## src/rtl/bridge_fifo_ctrl.sv

```systemverilog
// I2C-receive to UART-transmit bridge controller.
// A one-byte holding register feeds an external FIFO; a small TX FSM pops
// bytes from that FIFO and hands them to a UART. FIFO port access is
// arbitrated so write and read strobes are never high together.
module bridge_fifo_ctrl #(
    parameter int DEPTH      = 16,
    parameter int TX_TIMEOUT = 255
) (
    input  logic                       i_clk,
    input  logic                       i_reset_n,
    input  logic                       i_rx_valid,
    input  logic [7:0]                 i_rx_data,
    output logic                       o_rx_ready,
    output logic                       o_fifo_wr_en,
    output logic [7:0]                 o_fifo_wr_data,
    output logic                       o_fifo_rd_en,
    input  logic [7:0]                 i_fifo_rd_data,
    output logic                       o_tx_start,
    output logic [7:0]                 o_tx_data,
    input  logic                       i_tx_busy,
    output logic [$clog2(DEPTH+1)-1:0] o_count,
    output logic                       o_full,
    output logic                       o_empty,
    output logic                       o_err_drop,
    output logic                       o_err_timeout,
    input  logic                       i_clr_err
);

    localparam int CW = $clog2(DEPTH + 1);
    localparam int TW = $clog2(TX_TIMEOUT + 1);
    localparam logic [CW-1:0] DEPTH_C = CW'(DEPTH);
    localparam logic [TW-1:0] TMO_C   = TW'(TX_TIMEOUT);

    typedef enum logic [2:0] {IDLE, POP, LOAD, WAIT_BUSY, WAIT_DONE} state_t;

    state_t        state_q, state_d;
    logic [7:0]    hold_q, hold_d;
    logic          hold_v_q, hold_v_d;
    logic [CW-1:0] count_q, count_d;
    logic          last_wr_q, last_wr_d;   // 1: last grant went to write
    logic          wr_en_q, wr_en_d;
    logic [7:0]    wr_data_q, wr_data_d;
    logic          rd_en_q, rd_en_d;
    logic          tx_start_q, tx_start_d;
    logic [7:0]    tx_data_q, tx_data_d;
    logic [TW-1:0] tmo_cnt_q, tmo_cnt_d;
    logic          drop_q, drop_d;
    logic          tmo_q, tmo_d;

    logic accept, wr_req, rd_req, wr_gnt, rd_gnt, tmo_set;

    assign accept = i_rx_valid && !hold_v_q;
    assign wr_req = hold_v_q && (count_q < DEPTH_C);
    assign rd_req = (state_q == IDLE) && (count_q != '0) && !i_tx_busy;
    // On contention the side that lost last time wins; lone requests always win.
    assign wr_gnt = wr_req && (!rd_req || !last_wr_q);
    assign rd_gnt = rd_req && !wr_gnt;

    // Next-state: holding register, arbitration, count, TX FSM and error flags.
    always_comb begin
        state_d    = state_q;
        hold_d     = hold_q;
        hold_v_d   = hold_v_q;
        count_d    = count_q;
        last_wr_d  = last_wr_q;
        wr_en_d    = 1'b0;
        wr_data_d  = wr_data_q;
        rd_en_d    = 1'b0;
        tx_start_d = 1'b0;
        tx_data_d  = tx_data_q;
        tmo_cnt_d  = tmo_cnt_q;
        tmo_set    = 1'b0;

        if (accept) begin
            hold_d   = i_rx_data;
            hold_v_d = 1'b1;
        end
        if (wr_gnt) begin
            wr_en_d   = 1'b1;
            wr_data_d = hold_q;
            hold_v_d  = 1'b0;
            count_d   = count_q + CW'(1);
            last_wr_d = 1'b1;
        end
        if (rd_gnt) begin
            rd_en_d   = 1'b1;
            count_d   = count_q - CW'(1);
            last_wr_d = 1'b0;
        end

        case (state_q)
            IDLE:      if (rd_gnt) state_d = POP;
            POP:       state_d = LOAD;
            LOAD: begin
                tx_data_d  = i_fifo_rd_data;
                tx_start_d = 1'b1;
                tmo_cnt_d  = '0;
                state_d    = WAIT_BUSY;
            end
            WAIT_BUSY: begin
                if (i_tx_busy) begin
                    state_d = WAIT_DONE;
                end else if (tmo_cnt_q == TMO_C) begin
                    tmo_set = 1'b1;
                    state_d = IDLE;
                end else begin
                    tmo_cnt_d = tmo_cnt_q + TW'(1);
                end
            end
            WAIT_DONE: if (!i_tx_busy) state_d = IDLE;
            default:   state_d = IDLE;
        endcase

        // Clear beats a same-cycle set.
        drop_d = i_clr_err ? 1'b0 : (drop_q || (i_rx_valid && hold_v_q));
        tmo_d  = i_clr_err ? 1'b0 : (tmo_q || tmo_set);
    end

    // State registers; reset abandons any held or in-flight byte.
    always_ff @(posedge i_clk or negedge i_reset_n) begin
        if (!i_reset_n) begin
            state_q    <= IDLE;
            hold_q     <= '0;
            hold_v_q   <= 1'b0;
            count_q    <= '0;
            last_wr_q  <= 1'b0;
            wr_en_q    <= 1'b0;
            wr_data_q  <= '0;
            rd_en_q    <= 1'b0;
            tx_start_q <= 1'b0;
            tx_data_q  <= '0;
            tmo_cnt_q  <= '0;
            drop_q     <= 1'b0;
            tmo_q      <= 1'b0;
        end else begin
            state_q    <= state_d;
            hold_q     <= hold_d;
            hold_v_q   <= hold_v_d;
            count_q    <= count_d;
            last_wr_q  <= last_wr_d;
            wr_en_q    <= wr_en_d;
            wr_data_q  <= wr_data_d;
            rd_en_q    <= rd_en_d;
            tx_start_q <= tx_start_d;
            tx_data_q  <= tx_data_d;
            tmo_cnt_q  <= tmo_cnt_d;
            drop_q     <= drop_d;
            tmo_q      <= tmo_d;
        end
    end

    assign o_rx_ready     = !hold_v_q;
    assign o_fifo_wr_en   = wr_en_q;
    assign o_fifo_wr_data = wr_data_q;
    assign o_fifo_rd_en   = rd_en_q;
    assign o_tx_start     = tx_start_q;
    assign o_tx_data      = tx_data_q;
    assign o_count        = count_q;
    assign o_full         = (count_q == DEPTH_C);
    assign o_empty        = (count_q == '0);
    assign o_err_drop     = drop_q;
    assign o_err_timeout  = tmo_q;

endmodule

```

## config.mk

```make
export PLATFORM = sky130hd
export DESIGN_NAME = bridge_fifo_ctrl
export DESIGN_NICKNAME = d
export VERILOG_FILES = /design/src/rtl/bridge_fifo_ctrl.sv
export SDC_FILE = /design/constraint.sdc
export NUM_CORES = 1
export LEC_CHECK = 0
export ABC_AREA = 1
export BUFFER_PORTS_ARGS = -buffer_cell sky130_fd_sc_hd__buf_2
export CORE_AREA = 3 3 59 82
export DETAILED_ROUTE_END_ITERATION = 6
export DIE_AREA = 0 0 62 85
export PLACE_DENSITY_LB_ADDON = 0.3
export SYNTH_ARGS = -nofsm -noshare
export SYNTH_HDL_FRONTEND = slang
export SYNTH_SLANG_ARGS = --single-unit
```

## constraint.sdc

```tcl
create_clock -name i_clk -period 2.45 [get_ports i_clk]
set_clock_uncertainty 0.15 [all_clocks]
set_input_delay 0.3675 -clock i_clk [delete_from_list [all_inputs] [get_ports i_clk]]
set_output_delay 0.3675 -clock i_clk [all_outputs]
set_load 0.01 [all_outputs]
```

==> impl_metrics.env, run 1 <==
export IMPL_status="completed"
export IMPL_clock_latency_ps=290
export IMPL_dr_pass1_iters=4
export IMPL_cts_root_buf="clkbuf_8"
export IMPL_grt_pass1_wl_mm=7.02
export IMPL_power_frac_comb=0.413
export IMPL_post_route_min_period_ps=2200
export IMPL_post_cts_setup_buffers=0
export IMPL_syn_cell_area_um2=2140
export IMPL_crit_path_top_delay_cell="dfrtp_1"
export IMPL_fin_nets=323
export IMPL_arrival_ps=2290
export IMPL_ys_seq_elements=47
export IMPL_layout_setup_ws_ps=249
export IMPL_slew_viol_final=0
export IMPL_grt_max_degree=26
export IMPL_ys_types=29
export IMPL_worst_pin_slew_ps=562
export IMPL_p_seq_frac=0.391
export IMPL_min_path_type="in2reg"
export IMPL_via_count=1687
export IMPL_initial_utilization=0.504
export IMPL_startpoint_type="flip-flop"
export IMPL_async_reset_ff_frac=1.00
export IMPL_ant_nets=0
export IMPL_synth_edf_count=0
export IMPL_overflow=0
export IMPL_fmax_mhz=454
export IMPL_cp_data_required_time_ps=2540
export IMPL_setup_tns_ps=0
export IMPL_r2r_setup_slack_ps=250
export IMPL_irDropWorstVdd_mv=0.776
export IMPL_crit_path_max_incr_delay_ps=450
export IMPL_switching_share=0.389
export IMPL_worst_path_most_repeated_cell="nor2_1"
export IMPL_rows=28
export IMPL_gp_congestion=0.907
export IMPL_portBuffers=49
export IMPL_cts_buffers=5
export IMPL_p_leak_nw=1.43
export IMPL_grt_antenna_before_repair=0
export IMPL_wl_per_cell_um=11.4
export IMPL_syn2layout_area_growth_pct=21.9
export IMPL_n_antenna_cell=0
export IMPL_die_w_um=62
export IMPL_hold_viol=0
export IMPL_cp_cell_sequence="nor2_2 > nand3_2 > o211ai_1 > inv_1 > fa_1 > inv_1 > nor2_1 > nor2_1 > nand3_1 > nor2_1 > nand2_1 > nand3_2"
export IMPL_whs_ps=94.3
export IMPL_dieArea_um2=5270
export IMPL_intPower_mw=2.04
export IMPL_setup_viol=0
export IMPL_rsz0062_at_grt="false"
export IMPL_path_class="reg2reg"
export IMPL_clkTransAtPathRegs_ps=80
export IMPL_place_hpwl_mm=3.11
export IMPL_ys_warn_count=0
export IMPL_syn_inst=240
export IMPL_drc=0
export IMPL_routed_wl_mm=4.08
export IMPL_drv_cap=0
export IMPL_ctsHtreeMaxLevel=2
export IMPL_cts_max_path_buffers=2
export IMPL_core_area_um2=4240
export IMPL_drive_gt1_frac=0.265
export IMPL_p_per_area_nw_per_um2=1280
export IMPL_crit_fanout=5
export IMPL_clkPwrFrac=0.196
export IMPL_p_sw_mw=1.30
export IMPL_ys_seq_area_frac=0.550
export IMPL_syn_avg_cell_area_um2=8.91
export IMPL_clock_sinks=47
export IMPL_cts_tree="done"
export IMPL_grt_pass1_vias=1636
export IMPL_pin_count=50
export IMPL_synth_nets=266
export IMPL_die_h_um=85
export IMPL_first_iter_violations=42
export IMPL_min_period_over_period=0.898
export IMPL_gr_usage_all_layers=0.176
export IMPL_maxSlewHeadroom=0.626
export IMPL_end_kind="flip-flop"
export IMPL_pre_cts_ws_ps=184
export IMPL_vias_per_cell=4.71
export IMPL_synthFlopType="dfrtp_1"
==> registers in the layout, indices dropped and copies added (netlist names) <==
name,flops
o_count,5
o_err_timeout,1
tmo_cnt_q,8
hold_v_q,1
o_fifo_wr_en,1
last_wr_q,1
o_tx_data,8
o_fifo_rd_en,1
state_q,3
o_tx_start,1
o_fifo_wr_data,8
hold_q,8
o_err_drop,1
==> stage by stage <==
step                      cell area, um2  std cells  utilization  power, mW
final                               2610        358        0.615       3.34
after global placement              2450        349        0.579       2.68
after global routing                2610        358        0.615       3.64
after CTS                           2600        358        0.612       3.37
after floorplan                     2140        240            -       2.28
after detailed placement            2450        349        0.579       2.71
==> cell families (layout without fill, tap and decap cells) <==
group           after synthesis  count (layout)  synth area share
simple gates                131             131             0.263
fa+ha+maj                     5               5            0.0328
buf+inv                      27              85            0.0544
mux                           5               5            0.0263
xor+xnor                      6               6            0.0246
compound gates               19              19            0.0486
flops                        47              47             0.550
==> Yosys cell counts, types with 2 or more instances <==
cell	count	area [um2]
nand2_2	3	18.8
nand3_1	13	65.1
o21ai_1	4	20.0
nand2_1	82	308
ha_1	4	50.1
inv_1	22	82.6
nand2_4	2	22.5
nor2_2	2	12.5
o21ai_0	4	20.0
xor2_1	3	26.3
nand3_2	2	20.0
a21oi_1	8	40.0
dfrtp_1	47	1180
xnor2_1	3	26.3
nor2_1	23	86.3
mux2_2	5	56.3
==> worst max-delay path: cells and delay by family (launching register included) <==
kind            cells  cell delay, ps
buf+inv             2             220
flops               1             450
compound gates      1             140
fa+ha+maj           1             420
simple gates        8             750
==> per-layer routing <==
metal  global-route usage  part of all wire
met5                    0                 0
met4               0.0598             0.019
met3               0.0457             0.044
met2                0.288              0.53
met1                0.220              0.41
==> layout by cell type (no fill, tap or decap), types with 2 or more instances in the layout <==
| cell | Yosys | final |
|---|---|---|
| buf_4 | 0 | 2 |
| nor2_2 | 2 | 4 |
| o21ai_1 | 4 | 4 |
| xor2_1 | 3 | 3 |
| nand3_1 | 13 | 12 |
| nand2_4 | 2 | 2 |
| bufinv_16 | 0 | 2 |
| ha_1 | 4 | 4 |
| xnor2_1 | 3 | 3 |
| mux2_2 | 5 | 5 |
| buf_2 | 1 | 49 |
| nor2_1 | 23 | 21 |
| nand3_2 | 2 | 3 |
| a21oi_1 | 8 | 8 |
| clkbuf_8 | 0 | 5 |
| dfrtp_1 | 47 | 47 |
| o21ai_0 | 4 | 4 |
| nand2_2 | 3 | 3 |
| inv_1 | 22 | 22 |
| nand2_1 | 82 | 82 |
==> path summary, 6_finish.rpt <==
kind | startpoint | endpoint | cells after the start
setup / recovery | o_count[1] | o_count[4] | 12
hold / removal | i_clr_err | o_err_timeout | 2
hold reg to reg | hold_q[4] | o_fifo_wr_data[4] | 2
min in group asynchronous | i_reset_n | last_wr_q | 2
max in group asynchronous | i_reset_n | o_tx_data[2] | 3
setup reg to reg | o_count[1] | o_count[4] | 12
==> area by class of cell <==
| cell class | count | area, um2 |
|---|---|---|
| clock buffers | 6 | 72.6 |
| clock inverters | 2 | 60.1 |
| fillers | 381 | 1630 |
| inverters | 25 | 96.3 |
| multi-input cells | 166 | 856 |
| flip-flops and latches | 47 | 1180 |
| well taps | 60 | 75.1 |
| repair buffers | 52 | 270 |
==> power groups by stage <==
| stage | sequential, mW | clock (mW) | combinational, mW |
|---|---|---|---|
| after floorplan | 1.38 | 0 | 0.900 |
| after global placement | 1.31 | 0 | 1.37 |
| after CTS | 1.30 | 0.677 | 1.40 |
| final | 1.31 | 0.655 | 1.38 |
| after global routing | 1.34 | 0.714 | 1.58 |
| after detailed placement | 1.31 | 0 | 1.40 |
==> what timing repair did <==
item                       in CTS  in global routing
hold buffers                    1                  0
setup endpoints to repair       0                  1
hold endpoints to repair       23                  0
gates resized for setup         0                  3
(Power assumes the default switching activity.)
==> inputs of run 2 (changes only) <==
Settings changed: ABC_AREA 1 to default, CORE_AREA 3 3 59 82 to 3 3 66 92, DIE_AREA 0 0 62 85 to 0 0 69 95.
==> impl_metrics.env, run 2 <==
export IMPL_ctsHtreeMaxLevel=2
export IMPL_yosysTopAreaCell="dfrtp_1"
export IMPL_clock_latency_ps=300
export IMPL_portBuffers=49
export IMPL_routed_wl_mm=4.15
export IMPL_drc=0
export IMPL_grt_max_degree=33
export IMPL_syn_avg_cell_area_um2=11.5
export IMPL_grt_antenna_before_repair=0
export IMPL_fin_cells=317
export IMPL_ys_seq_elements=47
export IMPL_initial_utilization=0.386
export IMPL_fin_nets=276
export IMPL_placed_area_um2=2510
export IMPL_yosys_top_cells_area="dfrtp_1, mux2_2, nand2_1, nor2_1, ha_1"
export IMPL_cts_tree="done"
export IMPL_grt_pass1_wl_mm=7.11
export IMPL_grt_pass1_vias=1557
export IMPL_synth_edf_count=0
export IMPL_synthDominantCellAreaShare=0.577
export IMPL_arrival_ps=2440
export IMPL_die_h_um=95
export IMPL_cts_buffers=5
export IMPL_synth_nets=203
export IMPL_gp_congestion=0.739
export IMPL_dr_pass1_iters=4
export IMPL_syn2layout_area_growth_pct=30.9
export IMPL_ys_seq_area_frac=0.577
export IMPL_hold_viol=0
export IMPL_clock_sinks=47
export IMPL_worst_pin_slew_ps=697
export IMPL_syn_cell_area_um2=2040
export IMPL_crit_fanout=4
export IMPL_via_count=1522
export IMPL_mostFrequentLayoutCell="buf_2"
export IMPL_setup_tns_ps=0
export IMPL_slew_viol_final=0
export IMPL_pin_count=50
export IMPL_vias_per_cell=4.80
export IMPL_ys_types=34
export IMPL_gr_usage_all_layers=0.137
export IMPL_p_leak_nw=1.34
export IMPL_first_iter_violations=50
export IMPL_end_kind="flip-flop"
export IMPL_r2r_setup_slack_ps=40
export IMPL_clkTransAtPathRegs_ps=90
export IMPL_startpoint_type="flip-flop"
export IMPL_min_path_type="in2reg"
export IMPL_irDropWorstVdd_mv=0.514
export IMPL_core_area_um2=5280
export IMPL_dieArea_um2=6560
export IMPL_ant_nets=0
export IMPL_async_reset_ff_frac=1.00
export IMPL_postLayoutCoreUtil=0.506
export IMPL_drive_gt1_frac=0.430
export IMPL_wl_per_cell_um=13.1
export IMPL_yosysMostFrequentCell="dfrtp_1"
export IMPL_syn_inst=177
export IMPL_drv_cap=0
export IMPL_status="completed"
export IMPL_cts_root_buf="clkbuf_8"
export IMPL_setup_viol=0
export IMPL_cp_data_required_time_ps=2480
export IMPL_rsz0062_at_grt="true"
export IMPL_place_hpwl_mm=3.06
export IMPL_maxSlewHeadroom=0.535
export IMPL_cts_max_path_buffers=2
export IMPL_stdcell_area_um2=2670
export IMPL_overflow=0
export IMPL_post_place_cells=307
export IMPL_n_antenna_cell=0
export IMPL_final_cell_mix="buf_2, dfrtp_1, nand2_1, buf_4, mux2_2"
export IMPL_ys_warn_count=0
export IMPL_synth_common_cells="dfrtp_1, nand2_1, mux2_2"
export IMPL_fmax_mhz=415
export IMPL_post_route_min_period_ps=2410
export IMPL_synthFlopType="dfrtp_1"
export IMPL_p_per_area_nw_per_um2=1280
export IMPL_rows=31
export IMPL_path_class="reg2reg"
export IMPL_p_total_mw=3.42
export IMPL_min_period_over_period=0.983
export IMPL_die_w_um=69
[run 2: changes by cell type after synthesis, sizes merged, moves of 4 or more]
cell,delta
nor2b,+4
o211ai,+4
nor2,-9
nand3,-13
nand2,-58
mux2,+14
inv,-20
[run 2: where the power goes]
part	internal [mW]	switching (mW)	total (mW)
Clock	0.230	0.262	0.492
Sequential	1.10	0.184	1.29
Combinational	0.846	0.798	1.64
Total	2.18	1.24	3.42
[run 2: repair_timing]
item / 4_1_cts / 5_1_grt
hold endpoints to repair: 30 / 0
buffers inserted: 1 / 0
hold buffers: 1 / 0
setup endpoints to repair: 1 / 2
pin swaps: 4 / 2
gates resized for setup: 3 / 3
[run 2: kinds of logic (layout without fill, tap and decap cells)]
kind of cell | count (synthesis) | after routing | share of synthesized area
compound gates | 24 | 24 | 0.0816
xor+xnor | 7 | 7 | 0.0301
fa+ha+maj | 5 | 5 | 0.0344
buf+inv | 8 | 82 | 0.0153
flops | 47 | 47 | 0.577
mux | 21 | 21 | 0.115
simple gates | 65 | 65 | 0.147
[run 2: worst paths after layout]
kind                                   start           endpoint  depth (start not counted)
worst max-delay path              o_count[1]         o_count[4]                          9
worst min-delay path               i_clr_err         o_err_drop                          2
worst max register to register    o_count[1]         o_count[4]                          9
worst min register to register  o_tx_data[5]       o_tx_data[5]                          2
max in group asynchronous          i_reset_n       o_tx_data[6]                          3
min in group asynchronous          i_reset_n  o_fifo_wr_data[7]                          2
[run 2: layout make-up]
| type | instances | area [um2] |
|---|---|---|
| fill | 527 | 2610 |
| sequential | 47 | 1180 |
| multi-input combinational | 122 | 888 |
| timing repair buffer | 70 | 405 |
| clock buffer | 6 | 82.6 |
| tap | 66 | 82.6 |
| clock inverter | 2 | 16.3 |
| inverter | 4 | 15.0 |
[run 2: worst max-delay path, stage by stage (launching register included)]
cell and delay, ps:
dfrtp_1 420, nor4_4 380, nor2_2 80, nor2_2 150, nor2_4 60, fa_2 340
a21o_1 210, a21oi_4 160, nor2_1 60, o32a_1 280
[run 2: per-stage QoR]
step | hold slack, ps | setup WS, ps
floorplan | -78.1 | 1.85
global placement | 304 | -6.01
detailed placement | 312 | -64.5
CTS | 61.0 | 26.0
global route | 58.4 | -71.5
finish | 71.9 | 41.9
[run 2: layer usage]
layer / vias to the layer above / part of all wire / wire, um / GRT usage
met5: - / 0 / 0 / 0
li1: 755 / - / - / -
met2: 24 / 0.51 / 2120 / 0.229
met3: 6 / 0.041 / 168 / 0.0373
met1: 737 / 0.43 / 1790 / 0.166
met4: 0 / 0.018 / 73 / 0.0586
